### config.mk
export PLATFORM = sky130hd
export DESIGN_NAME = keypad_scanner
export DESIGN_NICKNAME = d
export VERILOG_FILES = /design/src/rtl/keypad_scanner.sv
export SDC_FILE = /design/constraint.sdc
export NUM_CORES = 1
export LEC_CHECK = 0
export ABC_AREA = 0
export BUFFER_PORTS_ARGS = -buffer_cell sky130_fd_sc_hd__buf_2
export CORE_MARGIN = 2
export CORE_UTILIZATION = 58
export CTS_BUF_LIST = sky130_fd_sc_hd__clkbuf_4 sky130_fd_sc_hd__clkbuf_8
export CTS_CLUSTER_SIZE = 24
export DETAILED_ROUTE_END_ITERATION = 10
export PLACE_DENSITY = 0.79
export RECOVER_POWER = 100
export SETUP_SLACK_MARGIN = 0.02
export SLEW_MARGIN = 5
export SYNTH_ARGS = -nofsm -noshare
export SYNTH_HDL_FRONTEND = slang
export SYNTH_SLANG_ARGS = --single-unit
### constraint.sdc
create_clock -name clk -period 3.4 [get_ports clk]
set_clock_uncertainty 0.15 [all_clocks]
set_input_delay 0.34 -clock clk [delete_from_list [all_inputs] [get_ports clk]]
set_output_delay 0.34 -clock clk [all_outputs]
set_load 0.01 [all_outputs]
### src/rtl/keypad_scanner.sv
// keypad_scanner
//
// Matrix keypad scanner for the elevator call/floor-select panel. One column
// is driven at a time; after the row lines have had time to settle the rows
// are captured into a whole-matrix snapshot. Complete snapshots are debounced
// across scan frames. The accepted state is reported as a level (highest held
// key, any-key, multi-key), and press/release transitions are offered as
// events through a single-entry buffer.
//
// Parameters
//   ROWS        number of row sense inputs (1..8)
//   COLS        number of driven columns (2..8)
//   SCAN_CYCLES clock cycles each column is driven (>=2)
//   DEBOUNCE    identical consecutive frame snapshots needed to accept (1..15)
//   CODE_W      key code width, derived from ROWS*COLS
//
// Ports
//   clk         system clock
//   rst         asynchronous reset, active-low
//   row         row sense lines, 1 = key closed in the driven column
//   col         one-hot column drive, active-high
//   key_code    highest-index key in the accepted state (0 when none)
//   pressed     accepted state holds at least one key
//   multi       accepted state holds two or more keys
//   evt_valid   event pending
//   evt_ready   consumer accepts the pending event
//   evt_code    key code of the pending event
//   evt_release 0 = press event, 1 = release event
//   overflow    sticky: an event was dropped because the buffer was full
//
// Handshake: an event transfers on any rising clk edge where evt_valid and
// evt_ready are both high. While evt_valid is high and evt_ready is low,
// evt_code/evt_release hold steady. evt_valid never depends combinationally
// on evt_ready.

module keypad_scanner #(
    parameter  int ROWS        = 4,
    parameter  int COLS        = 4,
    parameter  int SCAN_CYCLES = 16,
    parameter  int DEBOUNCE    = 3,
    localparam int CODE_W      = $clog2(ROWS * COLS)
) (
    input  logic              clk,
    input  logic              rst,
    input  logic [ROWS-1:0]   row,
    output logic [COLS-1:0]   col,
    output logic [CODE_W-1:0] key_code,
    output logic              pressed,
    output logic              multi,
    output logic              evt_valid,
    input  logic              evt_ready,
    output logic [CODE_W-1:0] evt_code,
    output logic              evt_release,
    output logic              overflow
);

    localparam int KEYS = ROWS * COLS;
    localparam int DW_W = $clog2(SCAN_CYCLES);
    localparam int CI_W = $clog2(COLS);

    // Highest set index wins; returns 0 for an empty vector.
    function automatic logic [CODE_W-1:0] top_key(input logic [KEYS-1:0] v);
        logic [CODE_W-1:0] k;
        k = '0;
        for (int i = 0; i < KEYS; i++) begin
            if (v[i]) k = CODE_W'(i);
        end
        return k;
    endfunction

    logic [DW_W-1:0] dwell;
    logic [CI_W-1:0] col_idx;
    logic [KEYS-1:0] snapshot;
    logic [KEYS-1:0] prev;
    logic [KEYS-1:0] stable;
    logic [3:0]      run;

    logic            dwell_end;
    logic            frame_end;
    logic [KEYS-1:0] snap_full;
    logic [3:0]      run_next;
    logic            accept;
    logic            new_has;
    logic [CODE_W-1:0] new_code;
    logic            evt_new;
    logic            evt_new_release;
    logic [CODE_W-1:0] evt_new_code;

    // ------------------------------------------------------------------
    // Scan timing
    // ------------------------------------------------------------------
    assign dwell_end = (dwell == DW_W'(SCAN_CYCLES - 1));
    assign frame_end = dwell_end && (col_idx == CI_W'(COLS - 1));
    assign col       = COLS'(1) << col_idx;

    // Snapshot with the current column's rows merged in. Captured only at
    // the end of the dwell, so earlier (settling) cycles never reach state,
    // and at frame end it already contains the final column for evaluation.
    always_comb begin
        snap_full = snapshot;
        snap_full[col_idx * ROWS +: ROWS] = row;
    end

    // ------------------------------------------------------------------
    // Debounce evaluation at frame end
    // ------------------------------------------------------------------
    always_comb begin
        run_next = 4'd1;
        if (snap_full == prev) begin
            run_next = (run == 4'd15) ? 4'd15 : run + 4'd1;
        end
    end

    assign accept   = frame_end && (run_next >= 4'(DEBOUNCE)) && (snap_full != stable);
    assign new_has  = |snap_full;
    assign new_code = top_key(snap_full);

    // An event arises only when the reported key changes: a new highest key
    // is a press, an empty new state releases the old key. If the top key is
    // unchanged (only lower keys moved) the levels update silently.
    always_comb begin
        evt_new         = 1'b0;
        evt_new_release = 1'b0;
        evt_new_code    = new_code;
        if (accept) begin
            if (new_has) begin
                evt_new = !pressed || (new_code != key_code);
            end else begin
                evt_new         = pressed;
                evt_new_release = 1'b1;
                evt_new_code    = key_code;
            end
        end
    end

    always_ff @(posedge clk or negedge rst) begin
        if (!rst) begin
            dwell    <= '0;
            col_idx  <= '0;
            snapshot <= '0;
            prev     <= '0;
            stable   <= '0;
            run      <= 4'd0;
        end else begin
            if (dwell_end) begin
                dwell    <= '0;
                snapshot <= snap_full;
                col_idx  <= (col_idx == CI_W'(COLS - 1)) ? '0 : col_idx + 1'b1;
            end else begin
                dwell <= dwell + 1'b1;
            end
            if (frame_end) begin
                run  <= run_next;
                prev <= snap_full;
                if (accept) stable <= snap_full;
            end
        end
    end

    // ------------------------------------------------------------------
    // Level outputs straight from the accepted state
    // ------------------------------------------------------------------
    assign key_code = top_key(stable);
    assign pressed  = |stable;
    assign multi    = |(stable & (stable - 1'b1));

    // ------------------------------------------------------------------
    // Single-entry event buffer
    // ------------------------------------------------------------------
    always_ff @(posedge clk or negedge rst) begin
        if (!rst) begin
            evt_valid   <= 1'b0;
            evt_code    <= '0;
            evt_release <= 1'b0;
            overflow    <= 1'b0;
        end else begin
            if (evt_new && (!evt_valid || evt_ready)) begin
                evt_valid   <= 1'b1;
                evt_code    <= evt_new_code;
                evt_release <= evt_new_release;
            end else begin
                if (evt_new) overflow <= 1'b1;   // full and not draining: drop
                if (evt_valid && evt_ready) evt_valid <= 1'b0;
            end
        end
    end

endmodule
# Yosys cells after proc, flatten, opt, wreduce, memory -nomap -nowiden
# Cells that the tools add are included.
[word_totals]
reg_bits = 65
inputBits = 7
output_inout_bits = 17
[op_classes]
addsub = 5
n_lt_le_gt_ge = 1
eq_ne = 6
shift = 3
muxes = 43
n_bitwise = 2
n_reduce_logical = 15
[op_table]
columns = ["operator", "n"]
rows = [
  ["$mux 4", 33],
  ["$reduce_or 16->1", 3],
  ["$neg 4->34", 1],
  ["$shift 4x34->16 const A", 1],
  ["$shiftx 4x34->16", 1],
  ["$and 16x16->16", 1],
  ["$bwmux 16", 1],
  ["$eq 16x16->1", 1],
  ["$ne 16x16->1", 1],
  ["$sub 16x1->16 const B", 1],
  ["$add 4x1->4 const B", 2],
  ["$eq 4x4->1 const B", 2],
  ["$mux 1", 8],
  ["$logic_and 1x1->1", 5],
  ["$ge 4x2->1 const B", 1],
  ["$ne 4x4->1", 1],
  ["$reduce_and 2->1", 2],
  ["$shl 1x2->4 const A", 1],
  ["$add 2x1->2 const B", 1],
  ["$eq 2x2->1 const B", 1],
  ["$logic_not 1->1", 2],
  ["$logic_or 1x1->1", 2],
  ["$mux 2", 1],
  ["$reduce_bool 2->1", 1],
  ["$not 1->1", 1],
]

# Depth between registers and ports, before layout
# Gate-level depths: netlist of the first run.
[depth]
depth_word = 25
depth_mapped = 15
ltp_nobuf = 10

# Worst setup path after synthesis of the first run
# No wires, ideal clock.
[synth_timing]
kind = "register to register"
from = "register col_idx[0]"
to = "register evt_code[0]"
arrival_time_ns = 3.191
t_required_ns = 3.125
setup_slack_ns = -0.065
path_stages_with_launch = 13
n_path_buf = 2
synth_period_minus_slack_ns = 3.465
path_cell_list = "dfrtp_1 -> buf_4 -> inv_1 -> ha_1 -> buf_6 -> and4bb_4 -> o2bb2ai_1 -> nor4bb_1 -> a221oi_1 -> xnor2_1 -> inv_1 -> o311ai_4 -> mux2_2"
[synth_between]
elab_chain_cells = 23
elab_cells_between_ends = 35
cone_classes = "add/sub (1); order compare (1); eq/ne (4); shift (2); mux (21); reduce/logical (6)"
[synth_rtl]
columns = ["item", "line_no", "rtl"]
rows = [
  ["from (decl)", "72", "logic [CI_W-1:0] col_idx;"],
  ["from (signal assigned)", "148", "col_idx <= (col_idx == CI_W'(COLS - 1)) ? '0 : col_idx + 1'b1;"],
  ["$neg 4->34", "101", "snap_full[col_idx * ROWS +: ROWS] = row;"],
  ["$shiftx 4x34->16 / $shift 4x34->16 (equally long branches)", "101", ""],
  ["$bwmux 16", "101", ""],
  ["$mux 1", "66", "if (v[i]) k = CODE_W'(i);"],
  ["$mux 4 (14 in a row)", "66", ""],
  ["$ne 4x4->1", "127", "evt_new = !pressed || (new_code != key_code);"],
  ["$logic_or 1x1->1", "127", ""],
  ["$mux 1", "126", "if (new_has) begin"],
  ["$mux 1", "125", "if (accept) begin"],
  ["$logic_and 1x1->1", "177", "if (evt_new && (!evt_valid || evt_ready)) begin"],
  ["to (signal assigned)", "179", "evt_code <= evt_new_code;"],
  ["to (decl)", "52", "output logic [CODE_W-1:0] evt_code,"],
]
# Several ways; a longest one is shown, not always the timed one.
# A chain may end at the register's enable or synchronous reset.

# Final worst setup path of the first run
[layout_timing]
from = "register col_idx[1]"
to = "register evt_code[3]"
# Same word-level chain as after synthesis.

==> metrics.txt, run 1 <==
share of cells above drive strength 1 0.238; Critical-path top delay cell o311ai_4; FP Rows 31; main combinational cell family by area after synthesis simple AND/OR/NAND/NOR gates; Worst-path clk slew 0.07 ns; Fin. Hold Viols 0; simple-gate share of the synthesized area 0.239; Die Width 91.0 um; Synth Area in XOR/XNOR 0.0598; hold crit path type in2reg; Main synth FF type dfrtp_1; hpwl dp 8.43 mm; Design Power 1.65 mW; critical path class reg2reg; CP Capture Type flop; violated checks capacitance limit, slew limit; antenna violations before repair 0; remaining global-route overflow 0; fin cells 640; post-synthesis net count 505; routed len/inst 18.7 um; Worst-Margin Slew 1.94 ns; Placed Instances 618; Synth area leaders dfrtp_1 37%, o21ai_0 5.4%, nand2_1 4.4%; post-synthesis mux area share 0.0285; worst vdd ir 0.351 mV; Setup Viol. Count Final 0; leakage 2.34 nW; top-count cell post-synth dfrtp_1; Initial Util 0.602; Skew-Pair Late Insertion Delay 0.35 ns; H-tree Lvls 3; die area 8280 sq um; slowest stage delay, CP 0.49 ns; I/O Buffers 23; drt via density 6.20; Worst R2R Start col_idx[1]; Worst Setup Start Kind flop; Die Y 91.0 um; IO Pins 24; top-area cell type share of the netlist area 0.370; CTS tree built; DR iter-0 viols 405; f_max 301 MHz; clock buffer depth 2; Final min period 3.32 ns; Rel. slew slack -0.294; status finished, violations left; RSZ-0062 raised after global routing yes; pwr dens 316 nW/um^2; first-pass GRT wire length 19.1 mm; synthesized area per cell 8.98 sq um; TritonRoute pass-1 iters 6; Diodes inserted 0; fillers 561; Inserted Clock Buffers 9; gr usage total 0.290; FFs w/ async S/R, synth 1.00; Final period util 0.977; Synth Warn # 0; top post-synthesis cells by count 65 x dfrtp_1, 51 x nand2_1, 47 x o21ai_0; Post-Synth Adder-Cell Area 0.0302; final WL 12.0 mm; Critical Path RT 3.48 ns; Max Cap Viol 2; Synth cell types 75; detailed-route via count 3,971; Crit. Startpoint col_idx[1]; Synth Register Bits 65; post-synthesis sequential area ratio 0.370; critical-path cell list inv_2 > ha_4 > buf_6 > and4bb_4 > buf_4 > mux2i_2 > buf_4 > and2_4 > a311oi_4 > xor2_1 > o211ai_2 > o311ai_4 > mux2_4; clk root buf clkbuf_8; RePlAce Congestion 1.00; Final Net Count 552; vias in the first global route 3,751; most used cell, CP buf_4; P&R area growth vs syn 18.9%; Mapped Cells 489; Post-route DRC 0; Synth area leader dfrtp_1; critical path peak fanout 6; largest net degree at the start of global routing 38; remaining antenna violation count 0; Worst Path Arrival 3.40 ns; Synth Area in Compound Gates 0.223; Num Clock Sinks 65; hold path startpoint evt_ready; EDFF count, synth 0; Final Max Slew Viols 38; Core ar. 7290 sq um; area of the mapped netlist 4390 sq um
## layout by cell type (no fill, tap or decap), drive strengths merged, types with 10 or more instances in the layout
cell,count
inv,16
dfrtp,65
xor2,10
nor2,38
nor2b,14
nand2b,10
o21ai,47
xnor2,20
nand2,52
a21oi,36
clkbuf,30
buf,49
## power by group
| part | internal, mW | switching, mW |
|---|---|---|
| sequential | 0.780 | 0.00850 |
| clock | 0.414 | 0.298 |
| combinational | 0.0590 | 0.0890 |
| total | 1.25 | 0.395 |
## per-stage QoR
stage	setup TNS (ns)	worst slack, ns	hold WS [ns]	utilization	cell area, sq um
2_1_floorplan	0	0.0386	-0.106	-	4410
3_3_place_gp	0	0.161	0.238	0.654	4770
3_5_place_dp	0	0.0765	0.230	0.654	4770
4_1_cts	0	0.0356	0.154	0.687	5010
5_1_grt	-0.217	-0.0318	0.176	0.716	5220
6_report	0	0.0790	0.172	0.716	5220
## sequential cells by signal, indices dropped and copies added, names as in the netlist
signal and count:
dwell 4, run 4, stable 16, col_idx 2
prev 16, evt_code 4, evt_release 1, overflow 1
evt_valid 1, snapshot 16
## path summary, 6_finish.rpt
kind | end | slack (ns) | cells past startpoint
worst min-delay path | evt_valid | 0.17 | 3
worst min register to register | overflow | 0.33 | 1
worst max register to register | evt_code[3] | 0.08 | 13
worst max-delay path | evt_code[3] | 0.08 | 13
max in group asynchronous | col_idx[0] | 0.83 | 3
min in group asynchronous | run[1] | 0.83 | 3
## kinds of logic (layout without fill, tap and decap cells)
group,Yosys count,after routing
buffers and inverters,46,98
muxes,11,11
AOI/OAI and AO/OA,141,141
adders and majority gates,11,11
DFF,65,65
xor gates and xnor gates,30,30
and+or+nand+nor,185,185
## per-layer routing
| layer | vias up | GRT usage | wire, um |
|---|---|---|---|
| li1 | 1834 | - | - |
| met3 | 39 | 0.0390 | 830 |
| met5 | - | 0 | 0 |
| met1 | 1922 | 0.407 | 5160 |
| met2 | 176 | 0.453 | 5660 |
| met4 | 0 | 0.124 | 333 |
## layout make-up
cell class,count,area (sq um),share of cell area
clock buffers,14,180,0.0345
clock inverters,2,35.0,0.00671
inverters,16,60.1,0.0115
multi-input cells,378,2760,0.529
flip-flops and latches,65,1630,0.312
well taps,99,124,0.0237
repair buffers,66,429,0.0822
## what timing repair did
item | in CTS | in global routing
hold buffers | 1 | 0
gates cloned | 0 | 0
pin swaps | 3 | 11
endpoints found under the hold margin | 65 | 0
setup endpoints to repair | 6 | 23
gates resized for setup | 3 | 43
buffers inserted | 1 | 4
## worst max-delay path, delay by kind of cell, from the launching register on
family | cells | cell delay [ns]
DFF | 1 | 0.36
and+or+nand+nor | 2 | 0.43
buffers and inverters | 4 | 0.46
AOI/OAI and AO/OA | 3 | 0.87
muxes | 2 | 0.42
adders and majority gates | 1 | 0.28
xor gates and xnor gates | 1 | 0.21
(Power assumes the default switching activity.)
==> run 2, diff against run 1 <==
Settings changed: BUFFER_PORTS_ARGS -buffer_cell sky130_fd_sc_hd__buf_2 to -buffer_cell sky130_fd_sc_hd__buf_4, CORE_ASPECT_RATIO set to 1.25.
==> run 2 against run 1 <==
Effect of this change: the run still ends with capacitance limit, slew limit left; first-iteration DRC count is 15% lower; sequential share of layout area is 0.29 points higher; final area is 0.77% lower; largest power group unchanged.
==> metrics.txt, run 2 (synthesis gave the netlist of run 1 again) <==
Final Net Count 541 (-2.0%); P&R area growth vs syn 17.9%; critical path class reg2reg; die area 8290 sq um (about the same); commonest non-fill, non-tap cell in the layout dfrtp_1; clock buffer depth 2 (unchanged); Design Power 1.62 mW (-1.8%); RePlAce Congestion 0.922 (-8.2%); Inserted Clock Buffers 9 (unchanged); Worst Setup Start Kind flop; Die Width 81.8 um (-10%); Fin. Hold Viols 0 (unchanged); biggest regs prev (16), snapshot (16), stable (16); TritonRoute pass-1 iters 5 (-1); CTS tree built; Final Max Slew Viols 66 (+74%); DR iter-0 viols 343 (-15%); H-tree Lvls 3 (unchanged); Max Cap Viol 1 (-1); gr usage total 0.308 (+0.0176); routed len/inst 19.9 um (+6.5%); critical path peak fanout 9 (+3); FP Rows 35 (+13%); final WL 12.4 mm (+3.5%); Setup Viol. Count Final 0 (unchanged); vias in the first global route 3,825 (+2.0%); antenna violations before repair 0 (unchanged); share of cells above drive strength 1 0.238 (-0.000711); Diodes inserted 0 (unchanged); Final period util 0.986 (+0.00974); pwr dens 313 nW/um^2 (-1.0%); Skew-Pair Late Insertion Delay 0.36 ns (about the same); Post-route DRC 0 (unchanged); Final min period 3.35 ns (+0.0331 ns); Initial Util 0.597 (-0.00533); IO Pins 24 (unchanged); Rel. slew slack -0.0931 (+0.201); leakage 2.28 nW (-2.5%); violated checks capacitance limit, slew limit; remaining antenna violation count 0 (unchanged); worst vdd ir 0.224 mV (-36%); hpwl dp 8.67 mm (+2.8%); Worst-path clk slew 0.07 ns (about the same); clk root buf clkbuf_8; Worst Path Arrival 3.45 ns (+0.05 ns); detailed-route via count 4,031 (+1.5%); Num Clock Sinks 65 (unchanged); hold crit path type in2reg; highest-count cells in the layout ignoring fill and taps 62 x dfrtp_1, 51 x nand2_1, 46 x o21ai_0; CP Capture Type flop; Critical Path RT 3.49 ns (about the same); remaining global-route overflow 0 (unchanged); Core ar. 7360 sq um (+0.89%); status finished, violations left; largest net degree at the start of global routing 66 (+74%); I/O Buffers 23 (unchanged); first-pass GRT wire length 19.2 mm (+0.47%); drt via density 6.48 (+4.4%); f_max 298 MHz (-0.99%); final core utilization 0.704 (-0.0118); Worst-Margin Slew 1.64 ns (-0.301 ns); Die Y 101 um (+11%); internal reg-to-reg setup slack 0.05 ns (-0.03 ns)
==> run 2: changes by cell type in the layout (fill, tap and decap cells not counted), sizes merged <==
cell | previous run | this run
clkbuf | 30 | 20
buf | 49 | 45
clkinvlp | 0 | 2
clkinv | 1 | 2
==> run 2: timing repair <==
action	CTS	global route
hold buffers	1	0
pin swaps	0	14
cloned	0	0
setup endpoints to repair	20	22
gates resized for setup	4	35
endpoints found under the hold margin	65	0
buffers inserted	0	7
==> run 2: path summary, 6_finish.rpt <==
| kind | start | to | cells after the start |
|---|---|---|---|
| min in group asynchronous | rst | snapshot[2] | 2 |
| max in group asynchronous | rst | col_idx[0] | 2 |
| hold / removal | evt_ready | evt_valid | 3 |
| hold reg to reg | dwell[0] | dwell[0] | 1 |
| setup reg to reg | col_idx[0] | evt_code[2] | 10 |
| setup / recovery | col_idx[0] | evt_code[2] | 10 |
==> run 2: cell type report <==
| class | count | area, sq um |
|---|---|---|
| clock buffer | 11 | 145 |
| clock inverter | 5 | 55.1 |
| fill | 562 | 2180 |
| inverter | 16 | 60.1 |
| multi-input combinational | 378 | 2760 |
| sequential | 65 | 1630 |
| tap | 92 | 115 |
| timing repair buffer | 55 | 410 |
==> run 2: per-stage QoR <==
stage	cell area (sq um)	hold WS (ns)	TNS, ns	cells	worst slack, ns
global route	5180	0.158	-0.162	622	-0.0560
floorplan	4410	-0.106	0	489	0.0386
detailed placement	4730	0.313	-0.888	598	-0.0732
CTS	4960	0.132	0	615	0.0341
finish	5180	0.141	0	622	0.0459
global placement	4730	0.312	0	598	0.00553
==> run 2: metal layers <==
metal / up-vias / global-route usage / part of all wire
met3: 56 / 0.0722 / 0.074
met5: - / 0 / 0
met4: 0 / 0.145 / 0.048
li1: 1821 / - / -
met2: 215 / 0.526 / 0.50
met1: 1939 / 0.361 / 0.38
==> run 2: critical path, stage by stage (launching register included) <==
cell	delay, ns
dfrtp_2	0.42
inv_2	0.08
ha_4	0.24
nor4bb_4	0.39
xnor2_1	0.21
nand2_1	0.14
a2111oi_4	0.34
nand4_1	0.24
a211oi_4	0.46
o311ai_4	0.23
mux2_4	0.34
==> run 2: where the power goes <==
part	switching [mW]	leakage, nW	internal [mW]
registers	0.00819	0.737	0.780
clock network	0.317	0.0987	0.364
logic	0.0911	1.45	0.0588
==> run 3, diff against run 2 <==
Settings changed: RECOVER_POWER 100 to 50, SKIP_CTS_REPAIR_TIMING set to 1.
==> run 3 against run 2 <==
Effect of this change: the flow still finishes with violations (capacitance limit, slew limit); total power fell by 0.75%; worst setup slack improved by 0.086 ns; final area fell by 2.8%; via count fell by 3.7%.
==> metrics.txt, run 3 (synthesis gave the netlist of run 1 again) <==
worst vdd ir 0.225 mV (+0.31%); first-pass GRT wire length 19.2 mm (-0.21%); I/O Buffers 23 (unchanged); H-tree Lvls 3 (unchanged); die area 8290 sq um (unchanged); remaining antenna violation count 0 (unchanged); Initial Util 0.597 (unchanged); IO Pins 24 (unchanged); Die Y 101 um (unchanged); vias in the first global route 3,833 (+0.21%); Post-route DRC 0 (unchanged); slowest stage delay, CP 0.40 ns (-0.06 ns); Final period util 0.961 (-0.0254); Finished Cell Area 5040 sq um (-2.8%); fin cells 618 (-0.64%); Num Clock Sinks 65 (unchanged); Inserted Clock Buffers 9 (unchanged); Rel. slew slack -0.0988 (-0.00566); Critical-path top delay cell dfrtp_2; Setup Viol. Count Final 0 (unchanged); Final Net Count 537 (-0.74%); leakage 2.24 nW (-1.7%); remaining global-route overflow 0 (unchanged); Fin. Hold Viols 0 (unchanged); RePlAce Congestion 0.922 (unchanged); Critical Path RT 3.50 ns (about the same); antenna violations before repair 0 (unchanged); clock buffer depth 2 (unchanged); TritonRoute pass-1 iters 5 (unchanged); pwr dens 319 nW/um^2 (+2.1%); internal reg-to-reg setup slack 0.13 ns (+0.09 ns); Min-Delay Endpoint evt_valid; Max Cap Viol 1 (unchanged); Worst Setup Start Kind flop; setup total negative slack 0 ns (unchanged); Final min period 3.27 ns (-0.0864 ns); Worst R2R Start col_idx[0]; largest net degree at the start of global routing 66 (unchanged); Final Max Slew Viols 66 (unchanged); Worst-Margin Slew 1.65 ns (+0.00849 ns); clk root buf clkbuf_8; hold crit path type in2reg; share of cells above drive strength 1 0.222 (-0.0153); RSZ-0062 raised after global routing no; final WL 11.9 mm (-4.4%); Worst Path Arrival 3.36 ns (-0.09 ns); hpwl dp 8.67 mm (unchanged); Skew-Pair Late Insertion Delay 0.36 ns (about the same); CTS tree built; Placed Instances 598 (unchanged); Design Power 1.61 mW (-0.75%); violated checks capacitance limit, slew limit; detailed-route via count 3,881 (-3.7%); Area after DPL 4730 sq um (unchanged); Die Width 81.8 um (unchanged); hold path startpoint evt_ready; Crit path buffers/inverters 4 (+3); critical path peak fanout 20 (+11); Reg-to-Reg End evt_code[0]; most used cell, CP buf_4; drt via density 6.28 (-3.1%); critical path class reg2reg; Worst-path clk slew 0.07 ns (about the same); commonest non-fill, non-tap cell in the layout dfrtp_1; worst hold path depth 3 (unchanged); status finished, violations left; CP Capture Type flop; Crit. Startpoint col_idx[0]; DR iter-0 viols 279 (-19%); P&R area growth vs syn 14.7%; R2R depth 13 (+3); routed len/inst 19.2 um (-3.8%); highest-count cells in the layout ignoring fill and taps 61 x dfrtp_1, 51 x nand2_1, 47 x o21ai_0; Diodes inserted 0 (unchanged); critical-path cell list inv_1 > ha_4 > buf_12 > and4bb_4 > xor2_1 > o21ai_0 > o211ai_1 > a2111oi_4 > a211oi_4 > buf_4 > buf_4 > a31o_2 > mux2_2; f_max 306 MHz (+2.6%); biggest regs prev (16), snapshot (16), stable (16); Core ar. 7360 sq um (unchanged); FP Rows 35 (unchanged); Crit path max-delay family compound AO/OA/AOI/OAI gates; gr usage total 0.307 (-0.000557)
==> run 3: changes by cell type in the layout (fill, tap and decap cells not counted), sizes merged <==
cell         change
clkbuf           -4
dlygate4sd3      -1
buf              +1
==> run 3: metal layers <==
layer,track usage,up-vias,part of all wire
li1,-,1812,-
met1,0.360,1847,0.39
met2,0.525,176,0.51
met3,0.0722,46,0.063
met4,0.147,0,0.038
met5,0,-,0
==> run 3: worst max-delay path by stage <==
stage / endpoint / cells past startpoint / slack, ns
after floorplan: evt_code[0] / 12 / 0.04
after global placement: evt_release / 10 / 0.006
after detailed placement: stable[0] / 11 / -0.07
after CTS: stable[12] / 11 / -0.09
after global routing: evt_code[0] / 13 / 0.009
final: evt_code[0] / 13 / 0.13
==> run 3: through the flow <==
step | utilization | setup WS, ns | hold slack (ns)
2_1_floorplan | - | 0.0386 | -0.106
3_3_place_gp | 0.643 | 0.00553 | 0.312
3_5_place_dp | 0.643 | -0.0732 | 0.313
4_1_cts | 0.670 | -0.0913 | -0.0332
5_1_grt | 0.685 | 0.00943 | 0.160
6_report | 0.685 | 0.132 | 0.138
==> run 3: worst register-to-register path, cell delays in order (launching register included) <==
cell and delay (ns):
dfrtp_2 0.40, inv_1 0.11, ha_4 0.16, buf_12 0.15, and4bb_4 0.24, xor2_1 0.14
o21ai_0 0.34, o211ai_1 0.22, a2111oi_4 0.37, a211oi_4 0.10, buf_4 0.19, buf_4 0.14
a31o_2 0.21, mux2_2 0.25
==> run 3: area by class of cell <==
type	instances	area (sq um)
Tap cell	92	115
Multi-Input combinational cell	378	2650
Clock inverter	5	55.1
Inverter	16	60.1
Sequential cell	65	1630
Timing Repair Buffer	51	382
Clock buffer	11	145
Fill cell	583	2320
==> run 3: power by group <==
group / internal (mW) / switching (mW) / total, mW / leakage (nW)
clock: 0.364 / 0.317 / 0.681 / 0.0987
sequential: 0.780 / 0.00802 / 0.788 / 0.735
combinational: 0.0523 / 0.0856 / 0.138 / 1.41
total: 1.20 / 0.411 / 1.61 / 2.24
